<file path="src/rtl/alu.sv">
// alu: registered add/sub/mul/and on unsigned operands with zero and borrow flags
module alu #(
  parameter int WIDTH = 6
) (
  input  logic               clk,
  input  logic               rst_n,
  input  logic               in_valid,
  input  logic [WIDTH-1:0]   A,
  input  logic [WIDTH-1:0]   B,
  input  logic [1:0]         alu_sel,
  output logic               out_valid,
  output logic [2*WIDTH-1:0] result,
  output logic               zero,
  output logic               neg
);
  logic [2*WIDTH-1:0] a, b, res;
  assign a = (2*WIDTH)'(A);
  assign b = (2*WIDTH)'(B);
  // operands are zero-extended so ADD and MUL never wrap and SUB wraps mod 2^(2*WIDTH)
  always_comb res = alu_sel == 2'd0 ? a + b : alu_sel == 2'd1 ? a - b : alu_sel == 2'd2 ? a * b : a & b;
  // output registers; data and flags hold when no op is accepted
  always_ff @(posedge clk or negedge rst_n) begin
    if (!rst_n) begin
      out_valid <= 1'b0;
      result    <= '0;
      zero      <= 1'b0;
      neg       <= 1'b0;
    end else begin
      out_valid <= in_valid;
      if (in_valid) begin
        result <= res;
        zero   <= res == '0;
        neg    <= alu_sel == 2'd1 && A < B;
      end
    end
  end
endmodule

</file>
<file path="config.mk">
export PLATFORM = sky130hd
export DESIGN_NAME = alu
export DESIGN_NICKNAME = d
export VERILOG_FILES = /design/src/rtl/alu.sv
export SDC_FILE = /design/constraint.sdc
export NUM_CORES = 1
export LEC_CHECK = 0
export CAP_MARGIN = 10
export CORE_ASPECT_RATIO = 1.75
export CORE_MARGIN = 4
export CORE_UTILIZATION = 56
export CTS_CLUSTER_SIZE = 28
export DETAILED_ROUTE_END_ITERATION = 8
export PLACE_DENSITY = 0.81
export SLEW_MARGIN = 10
export SYNTH_ARGS = -nofsm -noshare
export SYNTH_HDL_FRONTEND = slang
export SYNTH_SLANG_ARGS = --single-unit
</file>
<file path="constraint.sdc">
create_clock -name clk -period 1 [get_ports clk]
set_clock_uncertainty 0.1 [all_clocks]
set_input_delay 0.15 -clock clk [delete_from_list [all_inputs] [get_ports clk]]
set_output_delay 0.15 -clock clk [all_outputs]
set_load 0.01 [all_outputs]
</file>
==> metrics, run 1 <==
syn_area_per_cell=8.694 um^2; height of the die=93.97 um; CTS Buf Count=3; Mapped Nets=340; Die W=57.12 um; Distinct cells, synth=51; last step reached=global routing; EDFF count, synth=0; cell taking the most area after synthesis=ha_1; Area contributors post-synth=ha_1 (17%), fa_1 (16%), dfrtp_1 (16%); Post-Place Setup Slack=-3.167 ns; YS warnings=0; tool error=[ERROR GRT-0232] Routing congestion too high. Check the congestion heatmap in the GUI.; gr ovfl total=164; share of the synthesized area in the top cell type=16.93%; post-synthesis sequential area ratio=15.87%; CTS sink cnt=15; buffers added on ports=31; number of top-level pins=32; CTS HTree Levels=1; GR repair worst EP=zero$_DFFE_PN0P_/D; type of pin the worst path ends at=register data pin; status=aborted with a tool error; routability congestion estimate from global placement=0.8897; aggregate global-route resource usage=75.68%; Site Rows=31; Mapped Cells=272; initial core utilization=57.52%; largest net degree at the start of global routing=24; Post-DP HPWL=5616 um; Yosys reg bits=15; asr flop ratio synth=100.0%; clk root buf=clkbuf_8; top_reg_cell synth=dfrtp_1; Hold Buf Count CTS=0; synthesized area=2365 um^2; number of buffers on the longest clock path=2
-- repair_timing --
action	4_1_cts
cloned	0
endpoints found under the setup margin	29
resized for setup	194
buffers inserted	19
pin swaps	51
-- layer usage --
metal | GRT overflow | global-route usage [%]
met1 | 0 | 72.93
met3 | 0 | 41.68
met5 | 0 | 0
met2 | 115 | 101.7
met4 | 49 | 90.14
-- Yosys cell counts, types with 2 or more instances --
| cell | count |
|---|---|
| inv_1 | 41 |
| nor3_1 | 5 |
| nand3_1 | 2 |
| xnor2_1 | 5 |
| o21a_1 | 2 |
| o211a_1 | 2 |
| o31a_1 | 2 |
| clkbuf_1 | 4 |
| mux2_2 | 4 |
| and2_1 | 15 |
| o21bai_1 | 3 |
| buf_2 | 2 |
| xor2_1 | 3 |
| a2111oi_0 | 3 |
| o21ai_0 | 6 |
| fa_1 | 19 |
| a21oi_1 | 19 |
| and3_1 | 2 |
| mux4_2 | 2 |
| nor2b_1 | 6 |
| nand2_1 | 15 |
| ha_1 | 32 |
| nand2b_1 | 5 |
| nor2_1 | 27 |
| dfrtp_1 | 15 |
| a211oi_1 | 5 |
| or3_1 | 2 |
-- stage by stage --
stage	utilization (%)	setup TNS, ns	instance area, um^2	std cells
after floorplan	-	-21.86	2579	272
after global placement	84.02	-34.73	3455	415
after detailed placement	84.02	-36.11	3455	415
after CTS	93.85	-24.03	3859	437
-- cell families after synthesis --
family,after synthesis,share of synthesized area (%)
flip-flops,15,15.87
adder cells (fa/ha/maj),51,33.02
buffers and inverters,49,8.201
multiplexers,7,4.285
XOR/XNOR,8,2.963
AO/OA/AOI/OAI,58,18.10
AND/OR/NAND/NOR,84,17.57
==> run 2, diff against run 1 <==
--- a/config.mk
+++ b/config.mk
@@ -6,12 +6,10 @@
 export NUM_CORES = 1
 export LEC_CHECK = 0
 export CAP_MARGIN = 10
-export CORE_ASPECT_RATIO = 1.75
 export CORE_MARGIN = 4
-export CORE_UTILIZATION = 56
-export CTS_CLUSTER_SIZE = 28
+export CORE_UTILIZATION = 40
 export DETAILED_ROUTE_END_ITERATION = 8
-export PLACE_DENSITY = 0.81
+export PLACE_DENSITY_LB_ADDON = 0.15
 export SLEW_MARGIN = 10
 export SYNTH_ARGS = -nofsm -noshare
 export SYNTH_HDL_FRONTEND = slang
==> run 2 against run 1 <==
Effect of this change: the flow now finishes, with violations (negative setup slack); synthesized cell count did not move; area after synthesis did not move.
==> metrics, run 2 <==
status=finished with violations; failing checks=negative setup slack; DR iter-0 viols=88; via count=2364; Mapped Cells=272 (unchanged); Syn-to-layout area delta=69.15%; Hold Buf Count CTS=0 (unchanged); Crit path required time=1.05 ns; Worst Max-Slew Pin Slew=0.6682 ns; initial antenna violation count=0; Clock Power Share=10.3%; DR WL/cell=14.47 um; sequential power share=15.7%; Biggest register=result; Final setup viols=28; vias in the first global route=2430; first-pass GRT wire length=11470 um; Pint=0.002910 W; aggregate global-route resource usage=19.48%; Max Freq=292.1 MHz; Post-DP HPWL=5369 um (-4.4%); Post-Place Setup Slack=-3.171 ns (-0.003990 ns); CTS sink cnt=15 (unchanged); number of buffers on the longest clock path=2 (unchanged); cell taking the most area after synthesis=ha_1; top post-synthesis cells by count=inv_1 (41), ha_1 (32), nor2_1 (27), a21oi_1 (19), fa_1 (19); Distinct cells, synth=51 (unchanged); CTS tree=yes; wire length on met3=200 um; clk slew on worst S/H paths=0.07 ns; Final Cycle Share=342.4%; top routing layer in use=met4; syn_area_per_cell=8.694 um^2 (unchanged); Setup CP Type=input port to flop; Relative slew margins=55.19%; synthesized area=2365 um^2 (unchanged); max FFs per register=12; max-cap viol count=0; Pins Over Slew Limit=0; height of the die=84.89 um (-9.7%); CTS HTree Levels=1 (unchanged); gr ovfl total=0; cell family with most CP delay=adder cells; routability congestion estimate from global placement=0.8423 (-5.3%); top_reg_cell synth=dfrtp_1; Detail Route Antenna Nets=0; fraction of layout instances using a drive strength above 1=55.10%; RSZ-0062 raised after global routing=yes; shortest period the worst path allows=3.424 ns; # nets final=461; utilization after layout=71.33%; clk root buf=clkbuf_8; EDFF count, synth=0 (unchanged); Placeable Area=5608 um^2; worst-path cell chain=buf_8, buf_6, ha_4, fa_2, fa_1, inv_2, fa_1, inv_2, ha_4, o21ai_2, o211a_1, a2111oi_4, nand4_1, o41ai_2; later-pin clock latency in the skew report=0.25 ns; most frequent cells in the layout=buf_4 (73), inv_1 (30), nor2_1 (22), buf_6 (22), buf_2 (18); Die W=84.89 um (+49%); buffers added on ports=31 (unchanged); post-synthesis sequential area ratio=15.87% (unchanged); fin cells=464; Net Sw Power=0.001947 W; Worst Path Arrival=3.48 ns; critical path's slowest cell=fa_1; asr flop ratio synth=100.0% (unchanged); TNS Setup=-23.82 ns; vias per cell=5.095; largest net degree at the start of global routing=24; routed wl met2=3535 um; Inst Count DP=442 (+6.5%); commonest non-fill, non-tap cell in the layout=buf_4; VDD IR max=0.0008963 V; top-count cell post-synth=inv_1; Site Rows=27 (-13%); drt first pass iters=4; max incr delay on CP=0.54 ns; Fin. Hold Viols=0; Critical Path Sink Type=flop; pwr dens=1214 nW/um^2; P_leak=1.897 nW; Logic pwr share=74.0%; YS warnings=0 (unchanged); CTS Buf Count=3 (unchanged); Mapped Nets=340 (unchanged); initial core utilization=42.17% (-15 points); Area contributors post-synth=ha_1 (17%), fa_1 (16%), dfrtp_1 (16%); peak fanout along the critical path=3; Total Wirelength=6712 um; residual DRC count=0; Antenna Cells=0; Net Sw Frac=40.09%; share of the synthesized area in the top cell type=16.93% (unchanged); number of top-level pins=32 (unchanged); Yosys reg bits=15 (unchanged); CP Launch Type=input port; PnR worst setup slack=-2.424 ns; routed length on met1=2926 um; die area=7206 um^2; WP buf/inv=4; Hold Crit Class=input port to async pin
## run 2: cell counts after synthesis
Identical to the previous run, type by type.
## run 2: path summary, 6_finish.rpt
path / end / cells after the start / start / slack (ns)
worst max register to register: result[5]$_DFFE_PN0P_ / 2 / result[5]$_DFFE_PN0P_ / 0.02
min in group clk: result[0]$_DFFE_PN0P_ / 1 / result[0]$_DFFE_PN0P_ / 0.38
worst min-delay path: result[4]$_DFFE_PN0P_ / 2 / rst_n / 0.13
worst min register to register: result[0]$_DFFE_PN0P_ / 1 / result[0]$_DFFE_PN0P_ / 0.38
worst max-delay path: zero$_DFFE_PN0P_ / 14 / A[3] / -2.42
max in group asynchronous: result[3]$_DFFE_PN0P_ / 2 / rst_n / 0.55
## run 2: kinds of logic (layout without fill, tap and decap cells)
group | after synthesis | count (layout) | synth area share [%]
AND/OR/NAND/NOR | 84 | 84 | 17.57
AO/OA/AOI/OAI | 58 | 58 | 18.10
adder cells (fa/ha/maj) | 51 | 51 | 33.02
buffers and inverters | 49 | 169 | 8.201
flip-flops | 15 | 15 | 15.87
XOR/XNOR | 8 | 8 | 2.963
multiplexers | 7 | 7 | 4.285
## run 2: power by group through the flow
stage          registers (W)  logic [W]  clock network [W]
6_report            0.000760    0.00360           0.000501
5_1_grt             0.000777    0.00392           0.000548
4_1_cts             0.000759    0.00311           0.000505
3_5_place_dp        0.000774    0.00288                  0
3_3_place_gp        0.000770    0.00283                  0
2_1_floorplan       0.000820    0.00161                  0
## run 2: layer usage
metal | vias up | track usage (%)
met5 | - | 0
met3 | 4 | 2.330
met1 | 1165 | 25.65
met2 | 32 | 35.23
met4 | 0 | 2.446
li1 | 1163 | -
## run 2: final cells by class
cell class | instances | area, um^2
clock buffers | 3 | 41.29
clock inverters | 1 | 5.005
fillers | 433 | 1608
inverters | 41 | 173.9
multi-input cells | 208 | 2295
flip-flops and latches | 15 | 375.4
well taps | 72 | 90.09
repair buffers | 124 | 1020
## run 2: timing repair
item / CTS / global route
setup endpoints to repair: 29 / 29
resized for setup: 168 / 43
cloned: 0 / 0
pin swaps: 38 / 30
setup buffers: 11 / 9
## run 2: per-stage QoR
step                cell area, um^2  hold slack, ns  power [W]
finish                         4000          0.1262   0.004857
detailed placement             3513          0.3706   0.003651
floorplan                      2579         -0.2456   0.002426
CTS                            3762          0.1312   0.004372
global placement               3513          0.3785   0.003597
global route                   4000          0.1397   0.005246
No activity file was read; power rests on OpenSTA's default activity.
==> run 3, diff against run 2 <==
--- a/config.mk
+++ b/config.mk
@@ -5,8 +5,9 @@
 export SDC_FILE = /design/constraint.sdc
 export NUM_CORES = 1
 export LEC_CHECK = 0
+export ABC_CLOCK_PERIOD_IN_PS = 1000
 export CAP_MARGIN = 10
-export CORE_MARGIN = 4
+export CORE_MARGIN = 2
 export CORE_UTILIZATION = 40
 export DETAILED_ROUTE_END_ITERATION = 8
 export PLACE_DENSITY_LB_ADDON = 0.15
==> run 3 against run 2 <==
Effect of this change: the run still ends with negative setup slack left; global-route usage rose by 2.5 points; die area fell by 9.2%; via count down 3.6%; critical path type unchanged.
==> metrics, run 3 (synthesized netlist as in run 2, its figures left out) <==
status=finished with violations; failing checks=negative setup slack; buffers added on ports=31 (unchanged); routed wl met2=3423 um (-3.2%); clk root buf=clkbuf_8; DR WL/cell=14.31 um (-1.1%); most frequent CP cell=fa_1; largest net degree at the start of global routing=24 (unchanged); Syn-to-layout area delta=65.77%; max-cap viol count=0 (unchanged); worst-path cell chain=buf_8, and2_4, fa_1, inv_1, fa_1, fa_1, inv_2, ha_4, a211oi_4, o21bai_1, a21oi_1, xnor2_1, o31a_1, o41ai_2; WP buf/inv=3 (-1); number of buffers on the longest clock path=2 (unchanged); final instance area=3920 um^2 (-2.0%); most frequent cells in the layout=buf_4 (72), inv_1 (31), nor2_1 (24); Fin. Hold Viols=0 (unchanged); TNS Setup=-23.83 ns (-0.01200 ns); Critical Path Stages=14 (unchanged); Total Wirelength=6625 um (-1.3%); clk slew on worst S/H paths=0.06 ns (about the same); CTS tree=yes; max FFs per register=12 (unchanged); R2R cell count=2 (unchanged); fraction of layout instances using a drive strength above 1=51.55% (-3.6 points); RSZ-0062 raised after global routing=yes; pwr dens=1179 nW/um^2 (-2.9%); Detail Route Antenna Nets=0 (unchanged); Worst Path Arrival=3.46 ns (-0.02 ns); critical path's slowest cell=fa_1; initial antenna violation count=0 (unchanged); Site Rows=28 (+3.7%); fin cells=463 (-0.22%); VDD IR max=0.0008457 V (-5.6%); height of the die=80.89 um (-4.7%); initial core utilization=40.66% (-1.5 points); area taken by flip-flops and latches=375.4 um^2 (unchanged); PnR worst setup slack=-2.418 ns (+0.005470 ns); CTS Buf Count=3 (unchanged); cell family with most CP delay=adder cells; fill count=490 (+13%); vias in the first global route=2421 (-0.37%); Hold Crit Class=input port to async pin; number of top-level pins=32 (unchanged); wire length on met3=97 um (-52%); later-pin clock latency in the skew report=0.24 ns (about the same); via count=2279 (-3.6%); commonest non-fill, non-tap cell in the layout=buf_4; vias per cell=4.922 (-3.4%); Post-DP HPWL=5083 um (-5.3%); Die W=80.89 um (-4.7%); Final Cycle Share=341.8% (-0.55 points); CP Launch Type=input port; Placeable Area=5816 um^2 (+3.7%); Antenna Cells=0 (unchanged); top routing layer in use=met4; drt first pass iters=4 (unchanged); Pins Over Slew Limit=0 (unchanged); routed length on met1=3001 um (+2.6%); Crit path required time=1.05 ns (about the same); area of the multi-input gates=2246 um^2 (-2.1%); first-pass GRT wire length=11340 um (-1.1%); # nets final=457 (-0.87%); max incr delay on CP=0.53 ns (about the same); Final setup viols=27 (-3.6%); die area=6543 um^2 (-9.2%); routability congestion estimate from global placement=0.8872 (+5.3%); Max Freq=292.5 MHz (+0.16%); Setup CP Type=input port to flop; utilization after layout=67.41% (-3.9 points); aggregate global-route resource usage=22.03% (+2.5 points); peak fanout along the critical path=4 (+1); CTS HTree Levels=1 (unchanged); Biggest register=result; Worst Max-Slew Pin Slew=0.6379 ns (-0.03025 ns); gr ovfl total=0 (unchanged); Inst Count DP=440 (-0.45%); CTS sink cnt=15 (unchanged); residual DRC count=0 (unchanged); Relative slew margins=57.36% (+2.2 points); Placed Instance Area=3480 um^2 (-0.96%); P_leak=1.836 nW (-3.2%); shortest period the worst path allows=3.418 ns (-0.005470 ns); Critical Path Sink Type=flop; DR iter-0 viols=71 (-19%)
run 3: cell types whose count changed in the layout (fill, tap and decap cells not counted), moves of 3 or more:
cell / before / now
a21oi_2: 10 / 7
a21oi_1: 8 / 11
and2_4: 8 / 5
nor2_4: 4 / 1
and2_1: 7 / 10
run 3: what timing repair did:
action                                  CTS  global route
endpoints found under the setup margin   29            29
buffers inserted                         14             7
cloned                                    0             0
pin swaps                                33            19
resized for setup                       170            27
hold buffers                              0             0
run 3: cell type report:
class | instances | area share (%)
clock buffers | 4 | 1.149
multi-input cells | 208 | 57.29
repair buffers | 120 | 25.22
flip-flops and latches | 15 | 9.575
well taps | 75 | 2.394
inverters | 41 | 4.373
run 3: worst paths after layout:
path	start	end	slack, ns
max in group asynchronous	rst_n	result[11]$_DFFE_PN0P_	0.55
worst min-delay path	rst_n	neg$_DFFE_PN0P_	0.14
worst max-delay path	B[2]	zero$_DFFE_PN0P_	-2.42
worst min register to register	result[0]$_DFFE_PN0P_	result[0]$_DFFE_PN0P_	0.39
worst max register to register	result[5]$_DFFE_PN0P_	result[5]$_DFFE_PN0P_	0.03
min in group clk	result[0]$_DFFE_PN0P_	result[0]$_DFFE_PN0P_	0.39
run 3: per-layer routing:
| layer | global-route usage (%) | vias to the layer above |
|---|---|---|
| met5 | 0 | - |
| met4 | 3.051 | 0 |
| met3 | 2.333 | 9 |
| met2 | 39.92 | 31 |
| met1 | 28.90 | 1087 |
| li1 | - | 1152 |
run 3: worst register-to-register path: stages, from the launching register on:
cell	delay (ns)
dfrtp_1	0.38
buf_4	0.13
mux2_4	0.25
run 3: through the flow:
| stage | total power (W) | worst slack, ns | hold WS, ns |
|---|---|---|---|
| 2_1_floorplan | 0.002426 | -2.334 | -0.2456 |
| 3_3_place_gp | 0.003541 | -3.040 | 0.3674 |
| 3_5_place_dp | 0.003565 | -3.140 | 0.3741 |
| 4_1_cts | 0.004337 | -2.437 | 0.1308 |
| 5_1_grt | 0.005011 | -2.551 | 0.1336 |
| 6_report | 0.004623 | -2.418 | 0.1361 |
run 3: power breakdown:
group          switching, W  total [W]  internal, W  leakage [nW]
Combinational       0.00156    0.00338      0.00182          1.63
Clock              0.000205   0.000487     0.000282        0.0228
Sequential        0.0000474   0.000756     0.000709         0.180
==> run 4, diff against run 3 <==
--- a/config.mk
+++ b/config.mk
@@ -6,12 +6,13 @@
 export NUM_CORES = 1
 export LEC_CHECK = 0
 export ABC_CLOCK_PERIOD_IN_PS = 1000
-export CAP_MARGIN = 10
 export CORE_MARGIN = 2
 export CORE_UTILIZATION = 40
 export DETAILED_ROUTE_END_ITERATION = 8
 export PLACE_DENSITY_LB_ADDON = 0.15
+export RECOVER_POWER = 50
 export SLEW_MARGIN = 10
 export SYNTH_ARGS = -nofsm -noshare
 export SYNTH_HDL_FRONTEND = slang
 export SYNTH_SLANG_ARGS = --single-unit
+export TNS_END_PERCENT = 50
==> run 4 against run 3 <==
Effect of this change: the run still ends with negative setup slack left; worst setup slack better by 0.017 ns; power shrank 5.7%; clock-buffer cell count is the same; critical path depth stayed put; hold slack better by 0.12 ns; wire length is 3.6% lower; die area did not move; sequential share of layout area up 0.60 points; sequential cell count unchanged; register-to-register slack is essentially flat.
==> metrics, run 4 (synthesized netlist as in run 2, its figures left out) <==
first-pass GRT wire length=10860 um (-4.3%); slack of the worst reg-to-reg path=0.03 ns (about the same); die area=6543 um^2 (unchanged); Pins Over Slew Limit=0 (unchanged); Placeable Area=5816 um^2 (unchanged); # nets final=450 (-1.5%); DR WL/cell=14.01 um (-2.1%); later-pin clock latency in the skew report=0.25 ns (about the same); vias in the first global route=2436 (+0.62%); P_leak=1.783 nW (-2.9%); max FFs per register=12 (unchanged); peak fanout along the critical path=6 (+2); aggregate global-route resource usage=21.20% (-0.83 points); most frequent cells in the layout=buf_4 (76), inv_1 (31), nor2_1 (23); Syn-to-layout area delta=56.03%; CTS tree=yes; fraction of layout instances using a drive strength above 1=49.08% (-2.5 points); Hold Buf Count CTS=0 (unchanged); cell family with most CP delay=adder cells; CTS Buf Count=3 (unchanged); Crit path required time=1.05 ns (about the same); number of top-level pins=32 (unchanged); Site Rows=28 (unchanged); commonest non-fill, non-tap cell in the layout=buf_4; worst-path cell chain=buf_2, and2_4, fa_1, fa_1, inv_2, fa_1, inv_2, ha_4, nand3_2, o211a_4, nor3_2, a311oi_2, o31a_1, o41ai_2; Critical Path Sink Type=flop; vias per cell=5.009 (+1.8%); height of the die=80.89 um (unchanged); max incr delay on CP=0.54 ns (about the same); most frequent CP cell=fa_1; CP Launch Type=input port; gr ovfl total=0 (unchanged); initial antenna violation count=0 (unchanged); initial core utilization=40.66% (unchanged); Post-DP HPWL=5128 um (+0.89%); via count=2284 (+0.22%); Relative slew margins=60.04% (+2.7 points); number of buffers on the longest clock path=2 (unchanged); critical path's slowest cell=fa_1; worst hold slack=0.2564 ns (+0.1203 ns); Fin. Hold Viols=0 (unchanged); Worst Path Arrival=3.45 ns (about the same); RSZ-0062 raised after global routing=yes; CTS sink cnt=15 (unchanged); drt first pass iters=4 (unchanged); residual DRC count=0 (unchanged); clk slew on worst S/H paths=0.06 ns (about the same); Biggest register=result; Worst Max-Slew Pin Slew=0.5843 ns (-0.05358 ns); Max Freq=294.0 MHz (+0.50%); fill count=523 (+6.7%); clk root buf=clkbuf_8; Hold Crit Class=input port to async pin; Final setup viols=27 (unchanged); Total Wirelength=6388 um (-3.6%); failing checks=negative setup slack; DR iter-0 viols=86 (+21%); VDD IR max=0.0007492 V (-11%); pwr dens=1182 nW/um^2 (+0.20%); Detail Route Antenna Nets=0 (unchanged); shortest period the worst path allows=3.401 ns (-0.01705 ns); Final Cycle Share=340.1% (-1.7 points); max-cap viol count=0 (unchanged); Antenna Cells=0 (unchanged); routability congestion estimate from global placement=0.8410 (-5.2%); CTS HTree Levels=1 (unchanged); total power=0.004360 W (-5.7%); buffers added on ports=31 (unchanged); Setup CP Type=input port to flop; largest net degree at the start of global routing=24 (unchanged); PnR worst setup slack=-2.401 ns (+0.01705 ns); Post-Place Setup Slack=-3.161 ns (-0.02141 ns); WP buf/inv=3 (unchanged); status=finished with violations; Die W=80.89 um (unchanged)
## run 4: per-layer routing
layer  track usage [%]  wire, um  up-vias
met5                 0         0        -
met3             2.444        96        2
met1             27.15      2908     1124
li1                  -         -     1144
met4             2.373        13        0
met2             39.34      3369       14
## run 4: final cells by class
cell class                 count  area, um^2  share of cell area [%]
multi-input combinational    208        2145                   58.12
tap                           75       93.84                   2.543
clock buffer                   4       45.04                   1.221
inverter                      41       160.2                   4.340
sequential                    15       375.4                   10.17
timing repair buffer         113       870.8                   23.60
## run 4: where the power goes
part	switching, W	internal [W]
Clock	0.000202	0.000282
Combinational	0.00145	0.00167
Sequential	0.0000501	0.000709
Total	0.00170	0.00266
## run 4: what timing repair did
| action | CTS | global route |
|---|---|---|
| resized for setup | 171 | 21 |
| pin swaps | 51 | 15 |
| setup endpoints to repair | 29 | 29 |
| setup buffers | 11 | 2 |
## run 4: path summary, 6_finish.rpt
path                                         end             startpoint  cells past startpoint
max                             zero$_DFFE_PN0P_                   B[4]                     14
min                        result[0]$_DFFE_PN0P_                  rst_n                      2
max reg2reg                result[5]$_DFFE_PN0P_  result[5]$_DFFE_PN0P_                      2
min reg2reg                result[0]$_DFFE_PN0P_  result[0]$_DFFE_PN0P_                      1
max in group asynchronous  result[8]$_DFFE_PN0P_                  rst_n                      2
min in group clk           result[0]$_DFFE_PN0P_  result[0]$_DFFE_PN0P_                      1
## run 4: through the flow
step	util, %	std cells	cell area [um^2]	setup TNS [ns]
final	63.45	456	3690	-23.81
after global routing	63.45	456	3690	-25.74
after CTS	62.54	455	3637	-24.33
after detailed placement	58.22	442	3386	-36.53
after global placement	58.22	442	3386	-35.96
after floorplan	-	272	2469	-22.20
